--- config.mk ---
export PLATFORM = sky130hd
export DESIGN_NAME = sequence_counter_flat
export DESIGN_NICKNAME = d
export VERILOG_FILES = /design/src/rtl/sc_pkg.sv /design/src/rtl/sequence_counter_if.sv /design/src/rtl/sc_decoder.sv /design/src/rtl/sequence_counter.sv /design/src/flat_wrapper.sv
export SDC_FILE = /design/constraint.sdc
export NUM_CORES = 1
export LEC_CHECK = 0
export CORE_AREA = 3 3 40 42
export CTS_CLUSTER_DIAMETER = 50
export DETAILED_ROUTE_END_ITERATION = 12
export DIE_AREA = 0 0 43 45
export GPL_TIMING_DRIVEN = 0
export PLACE_DENSITY_LB_ADDON = 0.1
export SYNTH_ARGS = -nofsm -noshare
export SYNTH_HDL_FRONTEND = slang
export SYNTH_SLANG_ARGS = --single-unit
--- constraint.sdc ---
create_clock -name clk -period 3.4 [get_ports clk]
set_input_delay 0.51 -clock clk [delete_from_list [all_inputs] [get_ports clk]]
set_output_delay 0.51 -clock clk [all_outputs]
set_load 0.1 [all_outputs]
--- src/rtl/sc_pkg.sv ---
// sc_pkg: shared widths and named fetch/decode steps for the sequence counter.
package sc_pkg;
    localparam int SC_CNT_W = 4;
    localparam int SC_T_W = 1 << SC_CNT_W;
    localparam logic [SC_CNT_W-1:0] SC_T0 = SC_CNT_W'(0);
    localparam logic [SC_CNT_W-1:0] SC_T1 = SC_CNT_W'(1);
    localparam logic [SC_CNT_W-1:0] SC_T2 = SC_CNT_W'(2);
    localparam logic [SC_CNT_W-1:0] SC_T3 = SC_CNT_W'(3);
endpackage

--- src/rtl/sequence_counter_if.sv ---
// sequence_counter_if: controller <-> sequence counter bundle; WRAP exists only with SC_WRAP_FLAG_EN.
interface sequence_counter_if
    import sc_pkg::*;
#(
    parameter int CNT_W = SC_CNT_W
);
    logic CLR;
    logic INR;
    logic [2**CNT_W-1:0] T;
    logic [CNT_W-1:0] CNT;
`ifdef SC_WRAP_FLAG_EN
    logic WRAP;
    modport master(output CLR, output INR, input T, input CNT, input WRAP);
    modport slave(input CLR, input INR, output T, output CNT, output WRAP);
`else
    modport master(output CLR, output INR, input T, input CNT);
    modport slave(input CLR, input INR, output T, output CNT);
`endif
endinterface

--- src/rtl/sc_decoder.sv ---
// sc_decoder: combinational CNT_W-to-2**CNT_W one-hot decoder.
module sc_decoder #(
    parameter int CNT_W = 4
) (
    input  logic [CNT_W-1:0]    sel,
    output logic [2**CNT_W-1:0] onehot
);
    always_comb onehot = (2**CNT_W)'(1) << sel;
endmodule

--- src/rtl/sequence_counter.sv ---
// sequence_counter: timing-state counter with one-hot T decode.
// Optional WRAP runaway flag enabled by defining SC_WRAP_FLAG_EN.
module sequence_counter
    import sc_pkg::*;
#(
    parameter int CNT_W = SC_CNT_W
) (
    input logic clk,
    input logic rst,
    sequence_counter_if.slave bus
);
    logic [CNT_W-1:0] cnt;
    // if() on an X control falls to the else branch, so unresolved CLR/INR act as 0
    always_ff @(posedge clk or posedge rst) begin
        if (rst) cnt <= '0;
        else if (bus.CLR) cnt <= '0;
        else if (bus.INR) cnt <= cnt + 1'b1;
    end
`ifdef SC_WRAP_FLAG_EN
    logic wrap;
    always_ff @(posedge clk or posedge rst) begin
        if (rst) wrap <= 1'b0;
        else wrap <= !bus.CLR && bus.INR && (&cnt);
    end
    assign bus.WRAP = wrap;
`endif
    assign bus.CNT = cnt;
    sc_decoder #(.CNT_W(CNT_W)) u_dec (
        .sel   (cnt),
        .onehot(bus.T)
    );
endmodule

--- src/flat_wrapper.sv ---
// flat-port wrapper written by rule: the top's interface ports become plain ports
module sequence_counter_flat import sc_pkg::*;
#(
    parameter int CNT_W = SC_CNT_W
)
  (clk, rst, bus_CLR, bus_INR, bus_T, bus_CNT);
  sequence_counter_if #(.CNT_W(CNT_W)) bus_i ();
  input logic clk;
  input logic rst;
  input wire logic [$bits(bus_i.CLR)-1:0] bus_CLR;
  input wire logic [$bits(bus_i.INR)-1:0] bus_INR;
  output wire logic [$bits(bus_i.T)-1:0] bus_T;
  output wire logic [$bits(bus_i.CNT)-1:0] bus_CNT;
  assign bus_i.CLR = bus_CLR;
  assign bus_i.INR = bus_INR;
  assign bus_T = bus_i.T;
  assign bus_CNT = bus_i.CNT;
  sequence_counter #(.CNT_W(CNT_W)) u_core (.clk(clk), .rst(rst), .bus(bus_i));
endmodule
Yosys cells after proc, flatten, opt, wreduce, memory -nomap -nowiden
Cells that the tools add are included.
{"block": "classes", "shifts": 1, "reduce_logical": 1, "add_sub_neg": 1, "n_mux": 2}
{"op": "<< shifter 1 x 4 -> 16 bit, first input constant", "count": 1}
{"op": "two-way mux 4 bit", "count": 2}
{"op": "adder 4 x 1 -> 4 bit, second input constant", "count": 1}
{"op": "nonzero test 2 bit", "count": 1}
{"block": "totals", "elab_cells": 6, "output_inout_bits": 20, "in_bits": 4, "reg_bits": 4}

Depth between registers and ports, before layout
Gate-level depths: netlist of the first run.
{"block": "logic_depth", "ltp_word": 3, "mapped_depth": 4, "mapped_depth_nobuf": 4}

Hierarchy
A second synthesis of the first run with hierarchy kept.
{"block": "unflattened", "cells_unflattened": 37, "area_unflattened_um2": 422.9}
{"mod": "sc_decoder", "seq_area_each_um2": 0.0, "cells_per_inst": 20, "instances": 1, "area_each_um2": 226.5}
{"mod": "sequence_counter", "seq_area_each_um2": 100.1, "cells_per_inst": 17, "instances": 1, "area_each_um2": 196.4}

Worst setup path after synthesis of the first run
No wires, ideal clock.
{"block": "synth_path", "path_kind": "reg2out", "start": "reg u_core.cnt[0], in the netlist u_core.bus.CNT[0]", "end": "out bus_T[15]", "slack_ns": 0.707, "path_stages_with_launch": 4, "arrival_time_ns": 2.183, "required_ns": 2.890, "cell_sequence": "dfrtp_1 -> ha_1 -> ha_1 -> and2_1"}
{"block": "synth_via", "elab_chain_cells": 1}
{"item": "start: declaration", "line_no": "sequence_counter.sv:12", "rtl": "logic [CNT_W-1:0] cnt;"}
{"item": "start signal: assignment", "line_no": "sequence_counter.sv:17", "rtl": "else if (bus.INR) cnt <= cnt + 1'b1;"}
{"item": "<< shifter 1 x 4 -> 16 bit", "line_no": "sc_decoder.sv:8", "rtl": "always_comb onehot = (2**CNT_W)'(1) << sel;"}
{"item": "end: declaration", "line_no": "flat_wrapper.sv:12", "rtl": "output wire logic [$bits(bus_i.T)-1:0] bus_T;"}
Every way passes these cells.

Final worst setup path of the first run
{"block": "layout_path", "start": "reg u_core.cnt[3], in the netlist u_core.bus.CNT[3]", "end": "out bus_T[10]"}
Same word-level chain as after synthesis.

==> results of run 1 <==
[logic make-up after synthesis]
group	Yosys count	share of synthesized area, %
xor+xnor	1	2.244
fa+ha+maj	6	19.23
compound gates	1	1.924
buf+inv	5	4.806
mux	2	6.409
simple gates	25	39.75
flops	4	25.64
[worst reg2reg max path: cells and delay by family (launching register included)]
| kind | cells | cell delay (ns) |
|---|---|---|
| AO/OA/AOI/OAI | 1 | 0.19 |
| adder cells (fa/ha/maj) | 2 | 0.53 |
| flip-flops | 1 | 0.44 |
[metrics by stage]
stage	total power, uW	std cells	hold slack [ns]	util [%]	cell area (um^2)
after floorplan	143.6	44	0.2761	-	390.4
after global placement	172.3	82	0.6316	49.76	639.4
after detailed placement	172.8	82	0.6344	49.76	639.4
after CTS	233.2	85	0.4528	51.51	661.9
after global routing	242.8	85	0.4714	51.51	661.9
final	229.7	85	0.4529	51.51	661.9
[metal layers]
layer	up-vias	track usage, %	routed length, um
met5	-	0	0
li1	194	-	-
met1	156	12.90	404
met4	0	3.614	0
met2	23	15.57	342
met3	0	4.781	108
[power groups by stage]
stage	combinational (uW)	sequential (uW)	clock [uW]
after floorplan	65.0	78.6	0
after global placement	115	57.8	0
after detailed placement	115	57.7	0
after CTS	115	57.2	60.8
after global routing	120	58.3	64.4
final	114	57.2	58.2
[final timing paths]
kind                              startpoint                end  slack [ns]  cells after the start
max                        u_core.bus.CNT[3]          bus_T[10]        0.55                      4
min                                      rst  u_core.bus.CNT[3]        0.45                      2
max reg2reg                u_core.bus.CNT[0]  u_core.bus.CNT[2]        2.14                      3
min reg2reg                u_core.bus.CNT[1]  u_core.bus.CNT[1]        0.65                      2
max in group asynchronous                rst  u_core.bus.CNT[1]        2.80                      2
min in group clk           u_core.bus.CNT[1]  u_core.bus.CNT[1]        0.65                      2
[synth_stat cells (all sizes together)]
cell type	count	area [um^2]
nand4	1	6.260
mux2	1	15.01
dfrtp	4	100.1
ha	6	75.07
and2b	4	32.53
nor2b	1	6.260
mux2i	1	10.01
clkbuf	1	3.750
a211oi	1	7.510
and2	11	68.82
inv	4	15.01
and3	3	22.52
xnor2	1	8.760
nor2	5	18.77
[layout make-up]
class	instances	area, um^2
timing repair buffer	23	230.2
tap	15	18.77
multi-input combinational	35	271.5
sequential	4	100.1
clock buffer	3	22.52
buffer	1	3.754
fill	139	623.1
inverter	4	15.01
==> metrics.yaml, run 1 <==
outcome:
  outcome: "finished, final reports clean"
clock_network:
  cts-root-to-sink-buffers: 2
  tritoncts_num_sinks: 4
  tritoncts: "done"
  cts_setup_buffers: 0
  cts-buffers-inserted: 3
  cts.htree.levels: 1
  cts_resized: 0
  clk-insertion-delay-late_ns: 0.24
  cts_hold_buf: 0
  cts.clk_slew.worst_paths_ns: 0.04
  clock_tree.root_cell: "sky130_fd_sc_hd__clkbuf_4"
sta:
  timing.clock.skew_ns: 0.004786
  setup_viol: 0
  number_of_pins_exceeding_their_max_slew_limit_in_the_final_report: 0
  fin_tns_setup_ns: 0
  rsz0062_at_grt: "no"
  layout_setup_ws_ns: 0.5498
  period_minus_slack_ns: 2.850
  hold_viol: 0
  min_period_over_period_pct: 83.83
  worst_pin_slew_ns: 0.9679
  fmaxAchievable_mhz: 350.9
  slew_headroom_pct: 35.27
floorplanning:
  ios: 24
  design.core.area_um2: 1285
  starting_density_pct: 30.38
  fp.dieArea_um2: 1935
  floorplan.die.height_um: 45
  placement_rows: 13
  die-width_um: 43
finish:
  layout_common_cells: "sky130_fd_sc_hd__clkdlybuf4s50_1 (23), sky130_fd_sc_hd__and2_1 (11), sky130_fd_sc_hd__ha_1 (6)"
  layout.nets: 82
  antenna_cells_inserted: 0
  most_common_library_cell_in_the_layout_ignoring_fill_and_taps: "sky130_fd_sc_hd__clkdlybuf4s50_1"
  proportion_of_layout_cells_with_a_drive_suffix_above_1_pct: 12.86
  largest_register_ff_count: 4
  areaGrowthSynthToFinish_pct: 69.55
synth:
  syn_inst: 44
  synth_seq_area_share_pct: 25.64
  syn_area_per_cell_um2: 8.872
  synthesized_net_count: 54
  netlist-cell-type-count: 15
  synth.cell_area_um2: 390.4
  synth.yosys.warnings: 0
  synth.ff_latch_count: 4
setup_path:
  cp_max_fo: 10
  endpoint_kind: "primary output"
  worst-endpoint-required_ns: 2.89
  timing.setup.critical_path_class: "flip-flop to primary output"
  top_cell_family_by_delay_on_the_critical_path: "buffers and inverters"
  slowest_delay_ns: 1.13
  critical_path.cell_chain: "clkbuf_1 > and2b_2 > and2_1 > clkdlybuf4s50_1"
  critical_path_buf_inv_count: 2
  setup.worst_path.start_class: "flip-flop"
  crit_slowest_cell: "sky130_fd_sc_hd__clkdlybuf4s50_1"
  worstPathArrival_ns: 2.34
global_routing:
  grt_pass1_vias: 344
  grt_first_pass_wirelength_mm: 1.449
  initial_antenna_violation_count: 0
  grt_overflow: 0
  global_route.usage.total_pct: 10.28
  grt_max_degree: 12
drt:
  drt_first_pass_iters: 4
  vias: 373
  antenna_violating_nets_post_route: 0
  detail_route.wl_per_cell_um: 10.07
  drt_first_iter_violations: 3
  drc: 0
  wl_um: 856
  drt-vias-per-instance: 4.388
placement:
  port_buffers: 23
  post-dp-hpwl_um: 697
  routabilityCongestion: 0.7071
  dp_slack_ns: 0.7911
worst_hold_path:
  min-delay-path-class: "input port to asynchronous set/reset pin"
power:
  power.density_nw_per_um2: 347.1
  seq_power_share_pct: 24.9
  p_leak_uw: 0.0003109
  power.share.clock_pct: 25.4
  p_int_uw: 119.2
  peakVddDrop_mv: 0.2719
  share_comb_of_total_power_pct: 49.7
  power.share.switching_pct: 48.10
  net-switching-power_uw: 110.5
job:
  drv_cap: 0
(Power assumes the default switching activity.)
==> run 2, diff against run 1 <==
clock period = 2.7 ns   (was 3.4 ns; I/O delays follow)
==> run 2 against run 1 <==
Effect of this change: wire length grew 3.3%; cell area rose by 0.38%; clock skew about the same; critical endpoint unchanged; critical path depth unchanged; cell count unchanged; clock power increased by 26%; core utilization increased by 0.19 points; non-clock buffer count stayed put; count of clock-buffer cells in the layout did not move; highest routed layer unchanged; largest power group unchanged; combinational power increased by 25%; total power up 25%; critical path type unchanged.
==> metrics.yaml, run 2 (synthesized netlist as in run 1, its figures left out) <==
outcome:
  outcome: "finished, final reports clean"  # unchanged
finish:
  layout.nets: 82  # unchanged
  most_common_library_cell_in_the_layout_ignoring_fill_and_taps: "sky130_fd_sc_hd__and2_1"  # was sky130_fd_sc_hd__clkdlybuf4s50_1
  num-fill-cells: 140  # was 139
  final_cells: 85  # unchanged
  areaGrowthSynthToFinish_pct: 70.19  # was 69.55%
  antenna_cells_inserted: 0  # unchanged
  layout_common_cells: "sky130_fd_sc_hd__and2_1 (11), sky130_fd_sc_hd__dlygate4sd2_1 (10), sky130_fd_sc_hd__clkdlybuf4s50_1 (7)"  # was sky130_fd_sc_hd__clkdlybuf4s50_1 (23), sky130_fd_sc_hd__and2_1 (11), sky130_fd_sc_hd__ha_1 (6)
  largest_register_ff_count: 4  # unchanged
  proportion_of_layout_cells_with_a_drive_suffix_above_1_pct: 12.86  # unchanged
sta:
  fin_tns_setup_ns: 0  # unchanged
  min_period_over_period_pct: 91.52
  fmaxAchievable_mhz: 404.7
  setup_viol: 0  # unchanged
  period_minus_slack_ns: 2.471
  timing.clock.skew_ns: 0.005002  # was 0.004786 ns
  worst_pin_slew_ns: 0.9664  # was 0.9679 ns
  number_of_pins_exceeding_their_max_slew_limit_in_the_final_report: 0  # unchanged
  slew_headroom_pct: 35.37  # was 35.27%
  rsz0062_at_grt: "no"  # unchanged
  fin_worst_hold_slack_ns: 0.3475  # was 0.4529 ns
  hold_viol: 0  # unchanged
drt:
  detail_route.wl_per_cell_um: 10.40  # was 10.07 um
  drt_first_pass_iters: 3  # was 4
  wl_um: 884  # was 856 um
  vias: 371  # was 373
  drc: 0  # unchanged
  antenna_violating_nets_post_route: 0  # unchanged
  drt-vias-per-instance: 4.365  # was 4.388
  drt_first_iter_violations: 3  # unchanged
setup_path:
  timing.setup.critical_path_class: "flip-flop to primary output"  # unchanged
  slowest_delay_ns: 0.85  # was 1.13 ns
  crit_slowest_cell: "sky130_fd_sc_hd__dlygate4sd2_1"  # was sky130_fd_sc_hd__clkdlybuf4s50_1
  worst-endpoint-required_ns: 2.30  # was 2.89 ns
  setup.worst_path.start_class: "flip-flop"  # unchanged
  critical_path.cell_chain: "clkbuf_1 > and2b_2 > and2_1 > dlygate4sd2_1"  # was clkbuf_1 > and2b_2 > and2_1 > clkdlybuf4s50_1
  worstPathArrival_ns: 2.07  # was 2.34 ns
  cp_max_fo: 10  # unchanged
  worst-r2r-cell-count: 3  # unchanged
  endpoint_kind: "primary output"  # unchanged
placement:
  routabilityCongestion: 0.7071  # unchanged
  port_buffers: 23  # unchanged
  post-dp-hpwl_um: 697  # unchanged
  place.detailed.instances: 82  # unchanged
job:
  drv_cap: 0  # unchanged
global_routing:
  grt_overflow: 0  # unchanged
  grt_first_pass_wirelength_mm: 1.449  # unchanged
  initial_antenna_violation_count: 0  # unchanged
  global_route.usage.total_pct: 10.28  # unchanged
  grt_max_degree: 12  # unchanged
  grt_pass1_vias: 344  # unchanged
clock_network:
  clk-insertion-delay-late_ns: 0.24  # about the same
  cts_hold_buf: 0  # unchanged
  cts_setup_buffers: 0  # unchanged
  tritoncts: "done"  # unchanged
  clock_tree.root_cell: "sky130_fd_sc_hd__clkbuf_4"  # unchanged
  cts.htree.levels: 1  # unchanged
  cts-buffers-inserted: 3  # unchanged
  cts.clk_slew.worst_paths_ns: 0.04  # about the same
  tritoncts_num_sinks: 4  # unchanged
  cts-root-to-sink-buffers: 2  # unchanged
power:
  peakVddDrop_mv: 0.3424  # was 0.2719 mV
  p_leak_uw: 0.0004532  # was 0.0003109 uW
  power.density_nw_per_um2: 433.2  # was 347.1 nW/um^2
floorplanning:
  design.core.area_um2: 1285  # unchanged
  fp.dieArea_um2: 1935  # unchanged
  ios: 24  # unchanged
  die-width_um: 43  # unchanged
  starting_density_pct: 30.38  # unchanged
  placement_rows: 13  # unchanged
  floorplan.die.height_um: 45  # unchanged
worst_hold_path:
  min-delay-path-class: "input port to asynchronous set/reset pin"  # unchanged
[run 2: cell count changes in the layout (fill, tap and decap cells not counted), sizes merged]
cell | before | now
clkdlybuf4s50 | 23 | 7
dlygate4sd2 | 0 | 10
dlymetal6s2s | 0 | 6
[run 2: what timing repair did]
item | in CTS | in global routing
pin swaps | 0 | 0
resized for setup | 10 | 6
endpoints found under the setup margin | 10 | 6
[run 2: worst paths after layout]
kind                                      to         startpoint  slack, ns
hold reg to reg            u_core.bus.CNT[1]  u_core.bus.CNT[1]       0.65
setup reg to reg           u_core.bus.CNT[2]  u_core.bus.CNT[0]       1.44
max in group asynchronous  u_core.bus.CNT[1]                rst       2.20
setup / recovery                   bus_T[10]  u_core.bus.CNT[3]       0.23
hold / removal             u_core.bus.CNT[3]                rst       0.35
min in group clk           u_core.bus.CNT[1]  u_core.bus.CNT[1]       0.65
[run 2: layout make-up]
cell class / count / area, um^2 / area share, %
Buffer: 1 / 3.754 / 0.5650
Sequential cell: 4 / 100.1 / 15.07
Timing Repair Buffer: 23 / 232.7 / 35.03
Inverter: 4 / 15.01 / 2.260
Clock buffer: 3 / 22.52 / 3.390
Tap cell: 15 / 18.77 / 2.825
Multi-Input combinational cell: 35 / 271.5 / 40.87
[run 2: metal layers]
metal / part of all wire, % / global-route usage (%) / vias to the layer above
met5: 0 / 0 / -
met1: 46 / 12.90 / 155
met3: 13 / 4.781 / 0
li1: - / - / 195
met2: 41 / 15.57 / 21
met4: 0 / 3.614 / 0
[run 2: power breakdown]
group	switching [uW]	internal, uW	total (uW)
logic	107	35.3	142
clock network	23.8	49.6	73.5
registers	7.89	64.1	72.0
total	139	149	288
[run 2: worst max-delay path: cells and delay by family, from the launching register on]
kind / cells / cell delay, ns
flip-flops: 1 / 0.36
buffers and inverters: 2 / 1.14
AND/OR/NAND/NOR: 2 / 0.33
[run 2: through the flow]
step / setup slack [ns] / cell area [um^2] / util (%) / power (uW)
finish: 0.2290 / 664.4 / 51.70 / 287.8
global route: 0.08657 / 664.4 / 51.70 / 304.6
CTS: 0.01334 / 649.4 / 50.54 / 293.2
detailed placement: 0.1961 / 639.4 / 49.76 / 217.6
global placement: 0.1905 / 639.4 / 49.76 / 217.0
floorplan: 0.1119 / 390.4 / - / 180.8
==> run 3, diff against run 2 <==
ABC_CLOCK_PERIOD_IN_PS = 2700   (was not set)
==> results of run 3 <==
No change in the layout: final DEF, timing and power equal those of run 2.
